### config.mk
export PLATFORM = sky130hd
export DESIGN_NAME = otg_bus_responder
export DESIGN_NICKNAME = d
export VERILOG_FILES = /design/src/rtl/otg_bus_responder.sv
export SDC_FILE = /design/constraint.sdc
export NUM_CORES = 1
export LEC_CHECK = 0
export BUFFER_PORTS_ARGS = -buffer_cell sky130_fd_sc_hd__buf_4
export CORE_MARGIN = 5
export CORE_UTILIZATION = 55
export DETAILED_ROUTE_END_ITERATION = 12
export PLACE_DENSITY = 0.68
export REMOVE_ABC_BUFFERS = 1
export SLEW_MARGIN = 20
export SYNTH_ARGS = -nofsm -noshare
export SYNTH_HDL_FRONTEND = slang
export SYNTH_SLANG_ARGS = --single-unit
### constraint.sdc
create_clock -name clk -period 5.2 [get_ports clk]
set_clock_uncertainty 0.2 [all_clocks]
set_input_delay 0 -clock clk [delete_from_list [all_inputs] [get_ports clk]]
set_output_delay 0 -clock clk [all_outputs]
set_load 0.02 [all_outputs]
### src/rtl/otg_bus_responder.sv
// OTG parallel-bus responder: command/data register file plus RX (bus->local) and TX (local->bus) word FIFOs.
// Define OTG_RESP_IRQ_EN to build INT_STAT/INT_EN and the interrupt outputs; otherwise they are absent.
module otg_bus_responder #(
    parameter int FIFO_DEPTH = 16
) (
    input  logic        clk,
    input  logic        reset,
    input  logic        otg_rst_n,
    input  logic [1:0]  otg_addr,
    input  logic        otg_cs_n,
    input  logic        otg_rd_n,
    input  logic        otg_wr_n,
    input  logic [15:0] otg_data_in,
    output logic [15:0] otg_data_out,
    output logic        otg_data_oe,
    output logic        otg_int0,
    output logic        otg_int1,
    output logic [15:0] rx_data,
    output logic        rx_valid,
    input  logic        rx_ready,
    input  logic [15:0] tx_data,
    input  logic        tx_valid,
    output logic        tx_ready
);
    // state   | meaning
    // S_IDLE  | no access in progress, waiting for a strobe fall with CS low
    // S_READ  | driving read data until synced RD_N rises
    // S_WRITE | sampling write data until synced WR_N rises, then commit
    typedef enum logic [1:0] {S_IDLE = 2'd0, S_READ = 2'd1, S_WRITE = 2'd2} state_t;

    localparam int AW = $clog2(FIFO_DEPTH);
    localparam int CW = AW + 1;
    localparam logic [CW-1:0] FULL_CNT = CW'(FIFO_DEPTH);

    logic unused_addr1;
    assign unused_addr1 = otg_addr[1];

    logic [1:0] rstn_sync_q;
    logic       rst;

    always_ff @(posedge clk) begin
        if (reset) rstn_sync_q <= 2'b11;
        else       rstn_sync_q <= {rstn_sync_q[0], otg_rst_n};
    end
    assign rst = reset | ~rstn_sync_q[1];

    // Strobe syncs reset low so a strobe only counts as high once really sampled high.
    logic [1:0]  cs_sync_q, rd_sync_q, wr_sync_q, a0_sync_q;
    logic        rd_prev_q, wr_prev_q, armed_q;
    logic [15:0] d_meta_q, d_sync_q;
    logic        cs_s, rd_s, wr_s, a0_s;

    always_ff @(posedge clk) begin
        if (rst) begin
            cs_sync_q <= 2'b11;
            rd_sync_q <= 2'b00;
            wr_sync_q <= 2'b00;
            rd_prev_q <= 1'b0;
            wr_prev_q <= 1'b0;
            armed_q   <= 1'b0;
        end else begin
            cs_sync_q <= {cs_sync_q[0], otg_cs_n};
            rd_sync_q <= {rd_sync_q[0], otg_rd_n};
            wr_sync_q <= {wr_sync_q[0], otg_wr_n};
            rd_prev_q <= rd_sync_q[1];
            wr_prev_q <= wr_sync_q[1];
            if (rd_sync_q[1] && wr_sync_q[1]) armed_q <= 1'b1;
        end
    end

    always_ff @(posedge clk) begin
        a0_sync_q <= {a0_sync_q[0], otg_addr[0]};
        d_meta_q  <= otg_data_in;
        d_sync_q  <= d_meta_q;
    end

    assign cs_s = cs_sync_q[1];
    assign rd_s = rd_sync_q[1];
    assign wr_s = wr_sync_q[1];
    assign a0_s = a0_sync_q[1];

    logic start_rd, start_wr, rd_rise, wr_rise;
    assign start_rd = armed_q & ~cs_s & rd_prev_q & ~rd_s;
    assign start_wr = armed_q & ~cs_s & wr_prev_q & ~wr_s;
    assign rd_rise  = ~rd_prev_q & rd_s;
    assign wr_rise  = ~wr_prev_q & wr_s;

    state_t      state_q;
    logic        addr0_q, buf_rd_q, tx_was_empty_q;
    logic [15:0] wdata_q, scratch_q, dout_q, rd_val_d;
    logic [3:0]  idx_q, stat_q, en_q;
    logic        oe_q;

    logic [15:0]   rx_mem [FIFO_DEPTH];
    logic [15:0]   tx_mem [FIFO_DEPTH];
    logic [AW-1:0] rx_wr_ptr_q, rx_rd_ptr_q, tx_wr_ptr_q, tx_rd_ptr_q;
    logic [CW-1:0] rx_cnt_q, rx_cnt_d, tx_cnt_q, tx_cnt_d;
    logic          rx_full, tx_empty, tx_full;
    logic          wr_commit, data_wr, bus_buf_rd, rx_push, rx_push_ok, rx_pop_ok;
    logic          tx_push_ok, tx_pop_ok;

    assign rx_full  = (rx_cnt_q == FULL_CNT);
    assign tx_full  = (tx_cnt_q == FULL_CNT);
    assign tx_empty = (tx_cnt_q == '0);

    assign wr_commit  = (state_q == S_WRITE) & wr_rise;
    assign data_wr    = wr_commit & ~addr0_q;
    assign bus_buf_rd = (state_q == S_READ) & rd_rise & buf_rd_q;
    assign rx_push    = data_wr & (idx_q == 4'd4);
    assign rx_push_ok = rx_push & ~rx_full;
    assign rx_pop_ok  = rx_valid & rx_ready;
    assign tx_push_ok = tx_valid & ~tx_full;
    assign tx_pop_ok  = bus_buf_rd & ~tx_was_empty_q;

    always_comb begin
        rd_val_d = '0;
        if (a0_s) begin
            rd_val_d = {12'h000, idx_q};
        end else begin
            case (idx_q)
                4'd0:    rd_val_d = {12'h000, stat_q};
                4'd1:    rd_val_d = {12'h000, en_q};
                4'd2:    rd_val_d = 16'(rx_cnt_q);
                4'd3:    rd_val_d = 16'(tx_cnt_q);
                4'd4:    rd_val_d = tx_empty ? 16'h0000 : tx_mem[tx_rd_ptr_q];
                4'd5:    rd_val_d = scratch_q;
                default: rd_val_d = '0;
            endcase
        end
    end

    always_ff @(posedge clk) begin
        if (rst) begin
            state_q        <= S_IDLE;
            addr0_q        <= 1'b0;
            buf_rd_q       <= 1'b0;
            tx_was_empty_q <= 1'b0;
            wdata_q        <= '0;
            scratch_q      <= '0;
            idx_q          <= '0;
            dout_q         <= '0;
            oe_q           <= 1'b0;
        end else begin
            case (state_q)
                S_IDLE: begin
                    if (start_rd) begin
                        state_q        <= S_READ;
                        addr0_q        <= a0_s;
                        buf_rd_q       <= ~a0_s & (idx_q == 4'd4);
                        tx_was_empty_q <= tx_empty;
                        dout_q         <= rd_val_d;
                        oe_q           <= 1'b1;
                    end else if (start_wr) begin
                        state_q <= S_WRITE;
                        addr0_q <= a0_s;
                        wdata_q <= d_sync_q;
                    end
                end
                S_READ: begin
                    if (rd_rise) begin
                        state_q <= S_IDLE;
                        oe_q    <= 1'b0;
                        dout_q  <= '0;
                    end
                end
                S_WRITE: begin
                    if (wr_rise) begin
                        state_q <= S_IDLE;
                        if (addr0_q)                idx_q     <= wdata_q[3:0];
                        else if (idx_q == 4'd5)     scratch_q <= wdata_q;
                    end else begin
                        wdata_q <= d_sync_q;
                    end
                end
                default: state_q <= S_IDLE;
            endcase
        end
    end

    assign otg_data_out = dout_q;
    assign otg_data_oe  = oe_q;

    assign rx_cnt_d = rx_cnt_q + CW'(rx_push_ok) - CW'(rx_pop_ok);
    assign tx_cnt_d = tx_cnt_q + CW'(tx_push_ok) - CW'(tx_pop_ok);

    always_ff @(posedge clk) begin
        if (rx_push_ok) rx_mem[rx_wr_ptr_q] <= wdata_q;
        if (tx_push_ok) tx_mem[tx_wr_ptr_q] <= tx_data;
    end

    always_ff @(posedge clk) begin
        if (rst) begin
            rx_wr_ptr_q <= '0;
            rx_rd_ptr_q <= '0;
            rx_cnt_q    <= '0;
            tx_wr_ptr_q <= '0;
            tx_rd_ptr_q <= '0;
            tx_cnt_q    <= '0;
        end else begin
            if (rx_push_ok) rx_wr_ptr_q <= rx_wr_ptr_q + 1'b1;
            if (rx_pop_ok)  rx_rd_ptr_q <= rx_rd_ptr_q + 1'b1;
            if (tx_push_ok) tx_wr_ptr_q <= tx_wr_ptr_q + 1'b1;
            if (tx_pop_ok)  tx_rd_ptr_q <= tx_rd_ptr_q + 1'b1;
            rx_cnt_q <= rx_cnt_d;
            tx_cnt_q <= tx_cnt_d;
        end
    end

    assign rx_data  = rx_mem[rx_rd_ptr_q];
    assign rx_valid = (rx_cnt_q != '0);
    assign tx_ready = ~tx_full;

`ifdef OTG_RESP_IRQ_EN
    logic [3:0] stat_set, stat_clr, stat_d;

    // A set event wins over a W1C of the same bit in the same cycle.
    always_comb begin
        stat_set = {bus_buf_rd & tx_was_empty_q,
                    rx_push & rx_full,
                    (tx_cnt_q == '0) & (tx_cnt_d != '0),
                    (rx_cnt_d == FULL_CNT) & (rx_cnt_q != FULL_CNT)};
        stat_clr = (data_wr && idx_q == 4'd0) ? wdata_q[3:0] : 4'h0;
        stat_d   = (stat_q & ~stat_clr) | stat_set;
    end

    always_ff @(posedge clk) begin
        if (rst) begin
            stat_q <= '0;
            en_q   <= '0;
        end else begin
            stat_q <= stat_d;
            if (data_wr && idx_q == 4'd1) en_q <= wdata_q[3:0];
        end
    end

    assign otg_int0 = |(stat_q[1:0] & en_q[1:0]);
    assign otg_int1 = |(stat_q[3:2] & en_q[3:2]);
`else
    assign stat_q   = '0;
    assign en_q     = '0;
    assign otg_int0 = 1'b0;
    assign otg_int1 = 1'b0;
`endif

endmodule

==> flow_metrics.py, run 1 <==
metrics = {
    "run_status": {
        "status": "finished clean",
    },
    "clocking": {
        "clk_latency_ps": 590,
        "numCtsBuffers": 66,
        "cts_htree_levels": 3,
        "cts.sinks": 649,
        "cts_root_buf": "clkbuf_16",
        "clkTransAtPathRegs_ps": 60,
        "clockBufferDepth": 3,
        "tritoncts": "yes",
    },
    "place": {
        "detailed_place_hpwl_microns": 29000,
        "place_congestion": 0.818,
        "dp.cells": 1916,
        "post_dp_cell_area_sq_um": 25900,
        "place_ws_ps": 1900,
        "portBuffers": 75,
    },
    "critical_path": {
        "crit_path_max_fanout": 30,
        "crit_required_ps": 5000,
        "end_kind": "output pin",
        "regToRegSetupSlack_ps": 1900,
        "r2r_cells": 13,
        "rr_startpoint": "idx_q[2]$_SDFFE_PP0P_",
        "critPathLaunchType": "flop",
        "r2r-end": "rx_cnt_q[4]$_SDFF_PP0_",
        "crit_arrival_ps": 3110,
        "setup.worst_path.class": "reg2out",
    },
    "global_routing": {
        "grt_max_degree": 53,
        "grt_pass1_vias": 12900,
        "grt.overflow.total": 0,
        "antenna_found_initial": 0,
        "grt_usage": 0.208,
        "grt_pass1_wl_microns": 77600,
    },
    "finish": {
        "area_delta_synth_final_pct": 16.8,
        "finalNonFillerCells": 2100,
        "seq_area_sq_um": 18100,
        "n_antenna_cell": 0,
        "final_area_sq_um": 28600,
        "multi_input_area_sq_um": 6140,
        "final_core_utilization": 0.649,
        "nets": 1524,
        "drive_gt1_frac": 0.267,
        "fillers": 3032,
    },
    "timing": {
        "period_minus_slack_ps": 3310,
        "worst_slack_ps": 1890,
        "finalSetupViolCount": 0,
        "fin_setup_tns_ps": 0,
        "finalHoldViolCount": 0,
        "max_freq_mhz": 302,
        "min_period_over_period": 0.637,
        "fin_hold_ws_ps": 56.8,
        "slew_violations": 0,
        "maxSlewHeadroom": 0.249,
        "worst_slew_pin_slew_ps": 1130,
        "rsz0062_at_grt": "false",
    },
    "power_and_ir_drop": {
        "power_density_nw_per_um2": 366,
        "leakage_nw": 10.1,
        "p_total_mw": 10.5,
        "irDropWorstVdd_mv": 0.277,
    },
    "yosys": {
        "synth_edf_count": 512,
        "synthTopCellsByCount": "512 x edfxtp_1, 144 x mux4_2, 137 x dfxtp_1",
        "synth_top_family_by_area": "multiplexers",
        "yosys.area_share.xor_xnor": 0.00607,
        "synth_compound_area_frac": 0.0228,
        "syn_inst": 1280,
        "synth_top_area_share": 0.627,
        "yosys-top-cells-area": "edfxtp_1 63%, mux4_2 13%, dfxtp_1 11%",
        "yosys-mux-area-fraction": 0.157,
        "synthAdderAreaFrac": 0.0129,
        "ys_types": 60,
        "synth_most_common_cell": "edfxtp_1",
        "ys_warn_count": 0,
        "yosysSeqAreaShare": 0.739,
        "yosys.area.top_type": "edfxtp_1",
        "ys_ff_latch": 649,
        "syn_avg_cell_area_sq_um": 19.2,
        "synthFlopType": "edfxtp_1",
        "yosys.area_share.simple": 0.0454,
        "synthArstFlopShare": 0,
        "syn_area_sq_um": 24500,
    },
    "die": {
        "core_sq_um": 44100,
        "num_rows": 77,
        "start_util": 0.556,
        "io-pin-count": 79,
        "die_h_microns": 221,
        "die_x_microns": 221,
        "die-area_sq_um": 48900,
    },
    "worst_hold_path": {
        "holdCritStartpoint": "tx_data[13]",
        "holdPathStages": 2,
        "hold_path.class": "in2reg",
        "holdPathEnd": "tx_mem[8][13]$_DFFE_PP_",
    },
    "routing": {
        "postRouteAntennaNets": 0,
        "routed_wl_microns": 50100,
        "wl_per_cell_microns": 23.9,
        "drc": 0,
        "dr.pass1.iters": 5,
        "via_per_inst": 5.80,
        "drt_iter0_markers": 992,
        "via_count": 12200,
    },
    "flow_run": {
        "maxCapViolCount": 0,
    },
}
critical path, cell delays in order (launching register included):
cell	delay, ps
dfxtp_4	750
buf_4	480
mux4_2	580
mux4_2	530
buf_4	190
how the worst max path moves through the flow:
stage	to	slack, ps
after floorplan	rx_data[0]	1080
after global placement	rx_cnt_q[4]$_SDFF_PP0_	1910
after detailed placement	rx_cnt_q[4]$_SDFF_PP0_	1900
after CTS	rx_data[8]	1780
after global routing	rx_cnt_q[4]$_SDFF_PP0_	1640
final	rx_data[8]	1890
area by class of cell:
| cell class | count | share of cell area |
|---|---|---|
| Clock buffer | 95 | 0.0661 |
| Inverter | 26 | 0.00341 |
| Clock inverter | 23 | 0.00577 |
| Sequential cell | 649 | 0.633 |
| Multi-Input combinational cell | 541 | 0.214 |
| Timing Repair Buffer | 174 | 0.0514 |
| Tap cell | 592 | 0.0259 |
cell usage in the layout, fill, tap and decap left out, drive strengths merged, types with 5 or more instances in the layout:
cell type | synthesis | layout
edfxtp | 512 | 512
mux4 | 144 | 144
dfxtp | 137 | 137
buf | 38 | 108
clkbuf | 27 | 95
nor2 | 82 | 82
dlygate4sd3 | 0 | 66
mux2i | 48 | 48
inv | 26 | 31
a21oi | 30 | 30
nand2 | 25 | 25
ha | 22 | 22
o21ai | 21 | 21
clkinv | 0 | 17
nor3 | 16 | 16
and2 | 14 | 14
a22o | 13 | 13
nand2b | 13 | 13
mux2 | 12 | 12
xor2 | 11 | 11
nand3 | 10 | 10
a22oi | 8 | 8
nor4 | 8 | 8
xnor2 | 6 | 6
nor2b | 5 | 5
nand4 | 5 | 5
nor3b | 5 | 5
or2 | 5 | 5
power breakdown:
part | switching [mW] | total (mW) | internal (mW)
logic | 0.170 | 0.323 | 0.153
clock network | 1.89 | 4.48 | 2.59
registers | 0.0323 | 5.67 | 5.63
total | 2.09 | 10.5 | 8.38
logic make-up (layout without fill, tap and decap cells):
family	count (synthesis)	count (layout)
DFF	649	649
and+or+nand+nor	207	207
muxes	204	204
buffers and inverters	91	318
AOI/OAI and AO/OA	87	87
adders and majority gates	24	24
xor gates and xnor gates	17	17
other	1	2
layer usage:
metal | track usage | wire, microns | vias up | part of all wire
met2 | 0.359 | 25900 | 310 | 0.52
met4 | 0.0662 | 1370 | 0 | 0.027
met1 | 0.279 | 20500 | 6329 | 0.41
li1 | - | - | 5439 | -
met3 | 0.0290 | 2310 | 101 | 0.046
met5 | 0 | 0 | - | 0
flip-flops by register name, summed over array words and instances (netlist names), 2 cells and up, named ones only:
name and flops:
rx_mem 256, rx_rd_ptr_q 4, tx_mem 256, tx_rd_ptr_q 4
scratch_q 16, wdata_q 16, idx_q 4, wr_sync_q 2
rx_cnt_q 5, rx_wr_ptr_q 4, a0_sync_q 2, rd_sync_q 2
state_q 2, d_meta_q 16, rstn_sync_q 2, d_sync_q 16
tx_cnt_q 5, tx_wr_ptr_q 4, otg_data_out 16, cs_sync_q 2
what timing repair did:
item                      4_1_cts  5_1_grt
hold endpoints to repair      315        0
setup buffers                   0        0
hold buffers                   66        0
resized for setup               0        0
Note: power is estimated with default switching activity, not from simulation.
==> inputs of run 2 (changes only) <==
- PLACE_DENSITY: 0.68 -> 0.71
- clock period: 5.2 -> 3 ns (I/O delays scaled with it)
==> run 2 against run 1 <==
  * Non-clock buffer count up 56
  * Power up 74%
  * Critical path depth up 11
  * Combinational power up 81%
  * Sequential share of layout area down 1.2 points
  * First-iteration DRC count up 4.8%
  * Count of clock-buffer cells in the layout down 1
  * Critical path type is now reg2reg
  * Die area unchanged
  * Sequential power up 73%
  * Via count up 3.2%
==> flow_metrics.py, run 2 (same netlist as run 1, synthesis figures left out) <==
metrics = {
    "run_status": {
        "status": "finished clean",
    },
    "routing": {
        "via_per_inst": 5.81,
        "dr.pass1.iters": 6,
        "drc": 0,
        "postRouteAntennaNets": 0,
        "routed_wl_microns": 51800,
        "wl_per_cell_microns": 24.0,
        "drt_iter0_markers": 1040,
        "via_count": 12600,
    },
    "timing": {
        "period_minus_slack_ps": 2960,
        "maxSlewHeadroom": 0.478,
        "finalHoldViolCount": 0,
        "min_period_over_period": 0.987,
        "rsz0062_at_grt": "true",
        "fin_setup_tns_ps": 0,
        "worst_slew_pin_slew_ps": 777,
        "max_freq_mhz": 338,
        "slew_violations": 0,
        "finalSetupViolCount": 0,
    },
    "clocking": {
        "clk_latency_ps": 590,
        "numCtsBuffers": 67,
        "cts.sinks": 649,
        "clockBufferDepth": 3,
        "clkTransAtPathRegs_ps": 60,
        "tritoncts": "yes",
        "cts_htree_levels": 3,
        "cts_root_buf": "clkbuf_16",
    },
    "finish": {
        "reg.largest.list": "rx_mem (256), tx_mem (256)",
        "mostFrequentLayoutCell": "edfxtp_1",
        "final_area_sq_um": 29200,
        "final_core_utilization": 0.661,
        "drive_gt1_frac": 0.295,
        "finalNonFillerCells": 2163,
        "final_cell_mix": "512 x edfxtp_1, 157 x buf_4, 144 x mux4_2",
        "area_delta_synth_final_pct": 19.0,
        "nets": 1581,
    },
    "die": {
        "die_x_microns": 221,
        "io-pin-count": 79,
        "core_sq_um": 44100,
        "die_h_microns": 221,
        "num_rows": 77,
        "start_util": 0.556,
        "die-area_sq_um": 48900,
    },
    "critical_path": {
        "crit_buf_inv": 5,
        "end_kind": "flop",
        "crit_path_max_fanout": 3,
        "crit_top_cell": "inv_2",
        "cp_top_family": "simple AND/OR/NAND/NOR gates",
        "crit_chain": "inv_2 > ha_2 > and4bb_2 > nor4_4 > inv_2 > ha_4 > inv_1 > ha_2 > inv_2 > fa_2 > inv_2 > a21oi_2 > nor2_1 > or3_1 > a21oi_2",
        "slowest_stage": "or3_1",
        "setup.worst_path.class": "reg2reg",
        "slowest_delay_ps": 380,
        "critPathLaunchType": "flop",
        "crit_arrival_ps": 3270,
        "crit_required_ps": 3310,
    },
    "power_and_ir_drop": {
        "power_density_nw_per_um2": 625,
        "irDropWorstVdd_mv": 0.609,
        "leakage_nw": 10.4,
    },
    "flow_run": {
        "maxCapViolCount": 0,
    },
    "place": {
        "portBuffers": 75,
        "place_congestion": 0.826,
        "post_dp_cell_area_sq_um": 26400,
        "dp.cells": 1969,
        "detailed_place_hpwl_microns": 30600,
    },
    "global_routing": {
        "grt_usage": 0.212,
        "grt.overflow.total": 0,
        "grt_pass1_wl_microns": 78900,
        "grt_max_degree": 65,
        "grt_pass1_vias": 13100,
        "antenna_found_initial": 2,
    },
    "worst_hold_path": {
        "hold_path.class": "in2reg",
    },
}
-- run 2: cell types whose count changed in the layout (fill, tap and decap cells not counted), moves of 4 or more --
cell      before  now
buf_12         0    7
buf_4        108  157
clkbuf_8       9    5
inv_1         26   21
inv_2          1    5
nor2_1        68   77
nor2_4         6    0
-- run 2: metal layers --
layer,part of all wire,track usage
met5,0,0
met3,0.051,0.0391
met4,0.024,0.0614
met1,0.40,0.275
met2,0.53,0.371
-- run 2: what timing repair did --
item                                    in CTS  in global routing
buffers inserted                             0                  3
endpoints found under the hold margin      335                  0
endpoints found under the setup margin       0                  2
resized for setup                            0                 14
hold buffers                                66                  0
-- run 2: power by group --
| part | switching, mW | internal [mW] |
|---|---|---|
| Sequential | 0.0547 | 9.77 |
| Combinational | 0.311 | 0.273 |
| Clock | 3.26 | 4.59 |
| Total | 3.62 | 14.6 |
-- run 2: area by class of cell --
class,instances,area [sq um]
Inverter,26,97.6
Clock buffer,94,1850
Sequential cell,649,18100
Fill cell,2925,14900
Timing Repair Buffer,230,1980
Antenna cell,2,5.00
Tap cell,592,741
Multi-Input combinational cell,541,6130
Clock inverter,29,248
-- run 2: path summary, 6_finish.rpt --
| kind | depth (start not counted) | slack (ps) | startpoint | to |
|---|---|---|---|---|
| worst min-delay path | 2 | 60 | tx_data[10] | tx_mem[15][10]$_DFFE_PP_ |
| worst max-delay path | 15 | 40 | rx_cnt_q[2]$_SDFF_PP0_ | rx_cnt_q[4]$_SDFF_PP0_ |
| worst max register to register | 15 | 40 | rx_cnt_q[2]$_SDFF_PP0_ | rx_cnt_q[4]$_SDFF_PP0_ |
| worst min register to register | 0 | 120 | d_meta_q[10]$_DFF_P_ | d_sync_q[10]$_DFF_P_ |
-- run 2: worst reg2reg max path: stages, from the launching register on --
cell      delay [ps]
dfxtp_2          350
inv_2             50
ha_2             180
and4bb_2         260
nor4_4           330
inv_2             90
ha_4             260
inv_1             30
ha_2             170
inv_2             60
fa_2             190
inv_2             50
a21oi_2          110
nor2_1            50
or3_1            380
a21oi_2          130
-- run 2: metrics by stage --
stage / worst slack [ps] / total power [mW] / hold slack [ps]
2_1_floorplan: -1120 / 10.3 / -172
3_5_place_dp: 57.5 / 10.5 / -94.4
3_3_place_gp: 103 / 10.5 / -95.6
6_report: 37.6 / 18.3 / 59.3
5_1_grt: -65.5 / 18.9 / 61.9
4_1_cts: 29.5 / 18.4 / 18.1
